--- config.mk ---
export PLATFORM = sky130hd
export DESIGN_NAME = uart_tx_buffer
export DESIGN_NICKNAME = d
export VERILOG_FILES = /design/src/rtl/uart_tx_buffer.sv
export SDC_FILE = /design/constraint.sdc
export NUM_CORES = 1
export LEC_CHECK = 0
export BUFFER_PORTS_ARGS = -buffer_cell sky130_fd_sc_hd__clkbuf_2
export CAP_MARGIN = 20
export CELL_PAD_IN_SITES_DETAIL_PLACEMENT = 0
export CELL_PAD_IN_SITES_GLOBAL_PLACEMENT = 1
export CORE_UTILIZATION = 30
export DETAILED_ROUTE_END_ITERATION = 10
export PLACE_DENSITY_LB_ADDON = 0.1
export SLEW_MARGIN = 20
export SYNTH_ARGS = -nofsm -noshare
export SYNTH_HDL_FRONTEND = slang
export SYNTH_SLANG_ARGS = --single-unit
--- constraint.sdc ---
create_clock -name i_clk -period 3.69 [get_ports i_clk]
set_input_delay 0.738 -clock i_clk [delete_from_list [all_inputs] [get_ports i_clk]]
set_output_delay 0.738 -clock i_clk [all_outputs]
set_load 0.01 [all_outputs]
--- src/rtl/uart_tx_buffer.sv ---
// Synchronous FIFO feeding uart_drive: words are buffered in a small RAM and the
// head word is presented from a dedicated output register with a valid/ready handshake.
module uart_tx_buffer #(
    parameter int P_UART_DATA_WIDTH = 8,
    parameter int P_FIFO_DEPTH      = 16
) (
    input  logic                             i_clk,
    input  logic                             i_rst,
    input  logic [P_UART_DATA_WIDTH-1:0]     i_wr_data,
    input  logic                             i_wr_en,
    output logic                             o_full,
    output logic [$clog2(P_FIFO_DEPTH):0]    o_count,
    output logic                             o_overflow,
    output logic [P_UART_DATA_WIDTH-1:0]     o_user_tx_data,
    output logic                             o_user_tx_valid,
    input  logic                             i_user_tx_ready
);

    localparam int AW = $clog2(P_FIFO_DEPTH);
    localparam int CW = AW + 1;

    // The RAM never holds more than P_FIFO_DEPTH-1 words while the head register is
    // occupied, and at most one while it is empty, so wr_ptr never laps rd_ptr.
    logic [P_UART_DATA_WIDTH-1:0] mem [P_FIFO_DEPTH];
    logic [AW-1:0]                wr_ptr;
    logic [AW-1:0]                rd_ptr;
    logic [CW-1:0]                count;
    logic [P_UART_DATA_WIDTH-1:0] head_data;
    logic                         head_valid;
    logic                         overflow;

    logic                         full;
    logic                         mem_empty;
    logic                         wr_accept;
    logic                         rd_xfer;
    logic                         load_head;
    logic                         bypass;
    logic                         mem_wr;
    logic [CW-1:0]                count_next;

    always_comb begin
        // NOTE: every signal gets a default first so no path can leave it unassigned and infer a latch.
        full       = 1'b0;
        mem_empty  = 1'b0;
        wr_accept  = 1'b0;
        rd_xfer    = 1'b0;
        load_head  = 1'b0;
        bypass     = 1'b0;
        mem_wr     = 1'b0;
        count_next = count;

        full      = (count == CW'(P_FIFO_DEPTH));
        // Words in RAM = total count minus the one sitting in the head register.
        mem_empty = (count == {{(CW-1){1'b0}}, head_valid});
        wr_accept = i_wr_en && !full;
        rd_xfer   = head_valid && i_user_tx_ready;

        // Refill the head from RAM when it is empty or being consumed this edge.
        load_head = (!head_valid || rd_xfer) && !mem_empty;
        // Head consumed with nothing queued behind it: the incoming word goes straight to the head.
        bypass    = rd_xfer && mem_empty && wr_accept;
        mem_wr    = wr_accept && !bypass;

        count_next = count + {{(CW-1){1'b0}}, wr_accept} - {{(CW-1){1'b0}}, rd_xfer};
    end

    // NOTE: the storage array has no reset; only pointers and count define which entries are live.
    always_ff @(posedge i_clk) begin
        if (mem_wr) begin
            mem[wr_ptr] <= i_wr_data;
        end
    end

    // NOTE: sequential state uses non-blocking assignments so all registers update from pre-edge values.
    always_ff @(posedge i_clk or negedge i_rst) begin
        if (!i_rst) begin
            wr_ptr   <= '0;
            rd_ptr   <= '0;
            count    <= '0;
            overflow <= 1'b0;
        end else begin
            if (mem_wr) begin
                wr_ptr <= wr_ptr + AW'(1);
            end
            if (load_head) begin
                rd_ptr <= rd_ptr + AW'(1);
            end
            count <= count_next;
            if (i_wr_en && full) begin
                overflow <= 1'b1;
            end
        end
    end

    always_ff @(posedge i_clk or negedge i_rst) begin
        if (!i_rst) begin
            head_data  <= '0;
            head_valid <= 1'b0;
        end else begin
            if (bypass) begin
                head_data <= i_wr_data;
            end else if (load_head) begin
                head_data <= mem[rd_ptr];
            end

            if (load_head || bypass) begin
                head_valid <= 1'b1;
            end else if (rd_xfer) begin
                head_valid <= 1'b0;
            end
        end
    end

    assign o_full          = full;
    assign o_count         = count;
    assign o_overflow      = overflow;
    assign o_user_tx_data  = head_data;
    assign o_user_tx_valid = head_valid;

endmodule

After elaboration in Yosys (flattened, before gate mapping)
Memory sizes are Yosys's and may differ from the RTL's.
Cells that the tools add are included.

storage, ports and cells
  logic and storage cells = 34
  register bits after elaboration = 23
  input bits = 12
  memory bits (writable) = 128
  memories = 1

memory list
  name  depth  bits a word  read ports  clocked after memory_dff  wr ports  RTL line  RTL
  mem   16     8            1           0                         1         24        logic [P_UART_DATA_WIDTH-1:0] mem [P_FIFO_DEPTH];

operators by class
  $add $sub $neg = 4
  reductions and logical operators = 15
  eq/ne operators = 2
  mux-type cells = 6

operator list
  kind                                         count
  two-way mux 8 bit                            2
  adder 4 x 1 -> 4 bit, second input constant  2
  logical AND 1 bit                            7
  adder 5 x 1 -> 5 bit                         1
  equality test 5 x 1 -> 1 bit                 1
  equality test 5 bit, second input constant   1
  subtractor 5 x 1 -> 5 bit                    1
  zero test 1 bit                              4
  two-way mux 1 bit                            4
  nonzero test 2 bit                           2
  logical OR 1 bit                             2

Longest topological paths before layout
  word-level depth = 8
  gate-level depth with buffers = 14

Worst setup path before layout
No wires, ideal clock.

  kind = in2reg
  start = input i_user_tx_ready
  end = memory mem[0][0], enable pin
  path slack = 1,045 ps
  data required time = 3,292 ps
  library setup time = 398 ps
  stages = 4
  arrival time = 2,247 ps
  cell sequence = and4b_2 -> o21ai_2 -> nand2_1 -> nor4b_1

on the way
  longest elaborated chain between the ends = 7

ends and longest elaborated chain
  element                                  RTL line  RTL
  start: declaration                       16        input logic i_user_tx_ready
  logical AND 1 bit                        56        rd_xfer = head_valid && i_user_tx_ready;
  logical AND 1 bit (2 in series)          61        bypass = rd_xfer && mem_empty && wr_accept;
  zero test 1 bit                          62        mem_wr = wr_accept && !bypass;
  logical AND 1 bit                        62
  two-way mux 1 bit                        69        if (mem_wr) begin
  two-way mux 1 bit (not written as such)  70        mem[wr_ptr] <= i_wr_data;
  end: declaration                         24

Every way passes these cells.

Worst setup path in the final report
  start = register count[2], in the netlist o_count[2]
  end = register count[4], in the netlist o_count[4]

on the way
  longest elaborated chain between the ends = 5

ends and longest elaborated chain
  element                      RTL line  RTL
  start: declaration           27        logic [CW-1:0] count;
  start signal: assignment     88        count <= count_next;
  equality test 5 bit          52        full = (count == CW'(P_FIFO_DEPTH));
  zero test 1 bit              55        wr_accept = i_wr_en && !full;
  logical AND 1 bit            55
  adder 5 x 1 -> 5 bit *       64        count_next = count + {{(CW-1){1'b0}}, wr_accept} - {{(CW-1){1'b0}}, rd_xfer};
  subtractor 5 x 1 -> 5 bit *  64
  via count_next[4]            39        logic [CW-1:0] count_next;

Mark *: on every way through the listed nets, which the timed path passes. The rest lies on a longest branch.
A chain may end at the register's enable or synchronous reset.

==> reports/metrics.csv <==
stage,metric,value,unit
cells_and_area,final core utilization,35.68,%
sta,Worst Max-Slew Pin Slew,0.9094,ns
cts,hold_buf cts,0,
critical_path,Critical Path Start Type,register,
pwr,clock power share,30.9,%
cts,CTS tree,built,
cells_and_area,synthesis-to-layout area growth,16.52,%
cells_and_area,fillers,1979,
sta,Final Hold Fails,0,
global_route,grt ovf,0,
cells_and_area,ant diodes,0,
critical_path,reg2reg end,o_count[4],
critical_path,worst r2r src,o_count[2],
logic_synthesis,post-synthesis register bit count,151,
sta,Max Fclk,379.2,MHz
cells_and_area,layout cell share with drive strength beyond 1,18.91,%
global_route,GRT Resource Usage Total,15.20,%
floorplan,initial core utilization,30.62,%
cts,CTS max path bufs,2,
global_route,first-pass GRT wire length,23270,um
global_route,number of global-route vias before repair,3627,
place,GPL Wtd Cong,0.7252,
route,drt initial violations,187,
sta,slew margin rel.,39.37,%
sta,Final Max Slew Viols,0,
route,routed len/inst,21.71,um
place,IO buf count,27,
pwr,Int Pwr,0.004189,W
cells_and_area,fin nets,451,
pwr,Reg power frac,39.2,%
critical_path,Crit. End Element,register,
cts,Worst-path clk slew,0.06,ns
sta,RSZ-0062 raised after global routing,false,
global_route,largest net degree at the start of global routing,30,
pwr,Comb pwr share,29.9,%
sta,Tcrit/Tclk final,71.46,%
floorplan,Die Height,148.5,um
critical_path,Crit Path Class,register to register,
floorplan,core area,0.02102,mm2
route,DR vias/cell,4.803,
pwr,Switching Power,0.002045,W
floorplan,full die area,0.02204,mm2
pwr,leakage,2.781,nW
logic_synthesis,sequential element share of the synthesized area,68.66,%
route,residual DRC count,0,
critical_path,r2r worst-path depth,14,
pwr,Peak VDD IR,298.3,uV
sta,setup TNS,0,ns
pwr,Sw Ratio,32.80,%
floorplan,I/O Pins,28,
hold_path,Hold Crit Class,primary input to async pin,
pwr,PD cells,831.2,mW/mm2
global_route,initial antenna violation count,0,
cells_and_area,Multi-input gate area,0.001795,mm2
place,dpl ws,0.9144,ns
critical_path,CP Max Fanout,3,
sta,final worst slack,1.053,ns
cts,Max H-tree Level,4,
flow_run,max-cap violations,0,
place,dpl hpwl,10390,um
cts,total CTS buffers,17,
cts,clock sinks,151,
critical_path,Worst Path Arrival,2.99,ns
logic_synthesis,Netlist Area Pre-Place,0.006436,mm2
route,drt pass-1 iters,4,
logic_synthesis,Syn Inst Count,395,
cts,Post-CTS Resized,0,
floorplan,std cell rows,53,
floorplan,die width,148.5,um
sta,Tmin final,2.637,ns
cells_and_area,Register Area,0.004423,mm2
critical_path,Worst Path Required,4.04,ns
cts,postcts setup bufs,0,
logic_synthesis,number of library cell types mapped by synthesis,42,
sta,Final Setup Violations,0,
cells_and_area,fin area,0.007500,mm2
route,ANT nets after route,0,
cts,clock root buffer,clkbuf_16,
cts,Clock Latency Late Sink,0.43,ns
logic_synthesis,Ys Warns,0,
logic_synthesis,Syn Nets,419,
route,final WL,15500,um
route,vias after detailed routing,3429,
outcome,status,"complete, no violations",
critical_path,reg2reg setup slack,1.05,ns
place,Placed Area,0.006844,mm2
logic_synthesis,mean area per synthesized cell,16.29,um2
sta,clk_skew,0.008771,ns
[critical path, stage by stage (launching register included)]
cell      delay, ns
dfrtp_1        0.37
inv_1          0.07
ha_1           0.22
and2b_2        0.24
and2_1         0.17
nand2b_1       0.15
ha_1           0.27
inv_1          0.06
ha_1           0.15
inv_1          0.05
fa_1           0.39
inv_1          0.07
a21oi_1        0.06
o21bai_1       0.16
xnor2_1        0.13
[layer usage]
| layer | GRT usage, % | vias up | part of all wire (%) |
|---|---|---|---|
| met3 | 3.896 | 22 | 3.2 |
| met4 | 5.412 | 0 | 1.6 |
| met1 | 19.71 | 1735 | 47 |
| li1 | - | 1611 | - |
| met5 | 0 | - | 0 |
| met2 | 24.49 | 61 | 48 |
[power by group through the flow]
stage                     Combinational, W  Clock (W)  Sequential (W)
after global placement             0.00191          0         0.00249
after detailed placement           0.00190          0         0.00249
after CTS                          0.00191    0.00196         0.00245
after floorplan                    0.00145          0         0.00232
after global routing               0.00205    0.00203         0.00249
final                              0.00186    0.00193         0.00245
[metrics by stage]
stage,cells,power (W),hold slack (ns)
finish,714,0.006234,0.3410
global route,714,0.006578,0.3790
CTS,714,0.006321,0.3585
detailed placement,683,0.004386,0.4479
global placement,683,0.004401,0.4433
floorplan,395,0.003776,0.4424
[logic make-up (layout without fill, tap and decap cells)]
family	after synthesis	after routing	synth area share, %
AND/OR/NAND/NOR	49	49	5.405
multiplexers	65	65	10.13
XOR/XNOR	10	10	1.361
adder cells (fa/ha/maj)	12	12	2.449
AO/OA/AOI/OAI	64	64	8.165
buffers and inverters	44	88	3.830
flip-flops	151	151	68.66
[placed cells by master (no fill, tap or decap), drive strengths merged, types with 7 or more instances in the layout]
cell type and count:
clkbuf 44, mux2i 64, nor2 11, buf 9
dfrtp 23, a2111oi 7, and4b 9, a22oi 32
a211oi 16, inv 21, xnor2 7, ha 11
edfxtp 128
[cell usage after synthesis]
master / n / area (um2)
a2111oi_2: 7 / 105.1
a211oi_1: 16 / 120.1
a21o_1: 2 / 15.01
a21oi_1: 2 / 10.01
a22oi_1: 32 / 240.2
and2_1: 3 / 18.77
and2_4: 1 / 8.760
and2b_2: 1 / 8.760
and3_1: 1 / 6.260
and3b_1: 1 / 8.760
and4_1: 4 / 35.03
and4b_1: 8 / 80.08
and4b_2: 1 / 11.26
buf_1: 1 / 3.750
buf_2: 8 / 40.04
buf_4: 3 / 22.52
buf_6: 2 / 22.52
buf_8: 4 / 60.06
clkbuf_1: 5 / 18.77
clkinv_1: 1 / 3.750
dfrtp_1: 23 / 575.6
edfxtp_1: 128 / 3844
fa_1: 1 / 20.02
ha_1: 11 / 137.6
inv_1: 20 / 75.07
mux2_2: 1 / 11.26
mux2i_1: 64 / 640.6
nand2_1: 3 / 11.26
nand2b_1: 1 / 6.260
nand3_1: 3 / 15.01
nand3_4: 1 / 17.52
nor2_1: 11 / 41.29
nor2b_1: 3 / 18.77
nor4_1: 1 / 6.260
nor4b_1: 5 / 43.79
nor4bb_1: 1 / 10.01
o21ai_0: 2 / 10.01
o21ai_2: 1 / 8.760
o21bai_1: 1 / 7.510
o22a_1: 1 / 8.760
xnor2_1: 7 / 61.31
xor2_1: 3 / 26.28
[registers in the layout, summed over array words and instances (netlist names)]
register         flops
rd_ptr               4
wr_ptr               4
mem                128
o_user_tx_data       8
o_overflow           1
o_count              5
o_user_tx_valid      1
[layout make-up]
class                      instances  area share (%)
inverter                          21           1.051
multi-input combinational        200           23.94
sequential                       151           58.98
clock buffer                      17           5.672
timing repair buffer              36           2.703
clock inverter                    14           3.070
tap                              275           4.588
[how the worst max path moves through the flow]
| stage | start | endpoint | slack [ns] | cells after the start |
|---|---|---|---|---|
| after global routing | o_count[2] | o_count[4] | 0.84 | 14 |
| after global placement | i_user_tx_ready | mem[9][3] | 0.94 | 5 |
| after detailed placement | i_user_tx_ready | mem[9][3] | 0.91 | 5 |
| final | o_count[2] | o_count[4] | 1.05 | 14 |
| after CTS | o_count[3] | o_count[4] | 1.04 | 14 |
| after floorplan | i_user_tx_ready | mem[0][0] | 1.04 | 4 |
No activity file was read; power rests on OpenSTA's default activity.
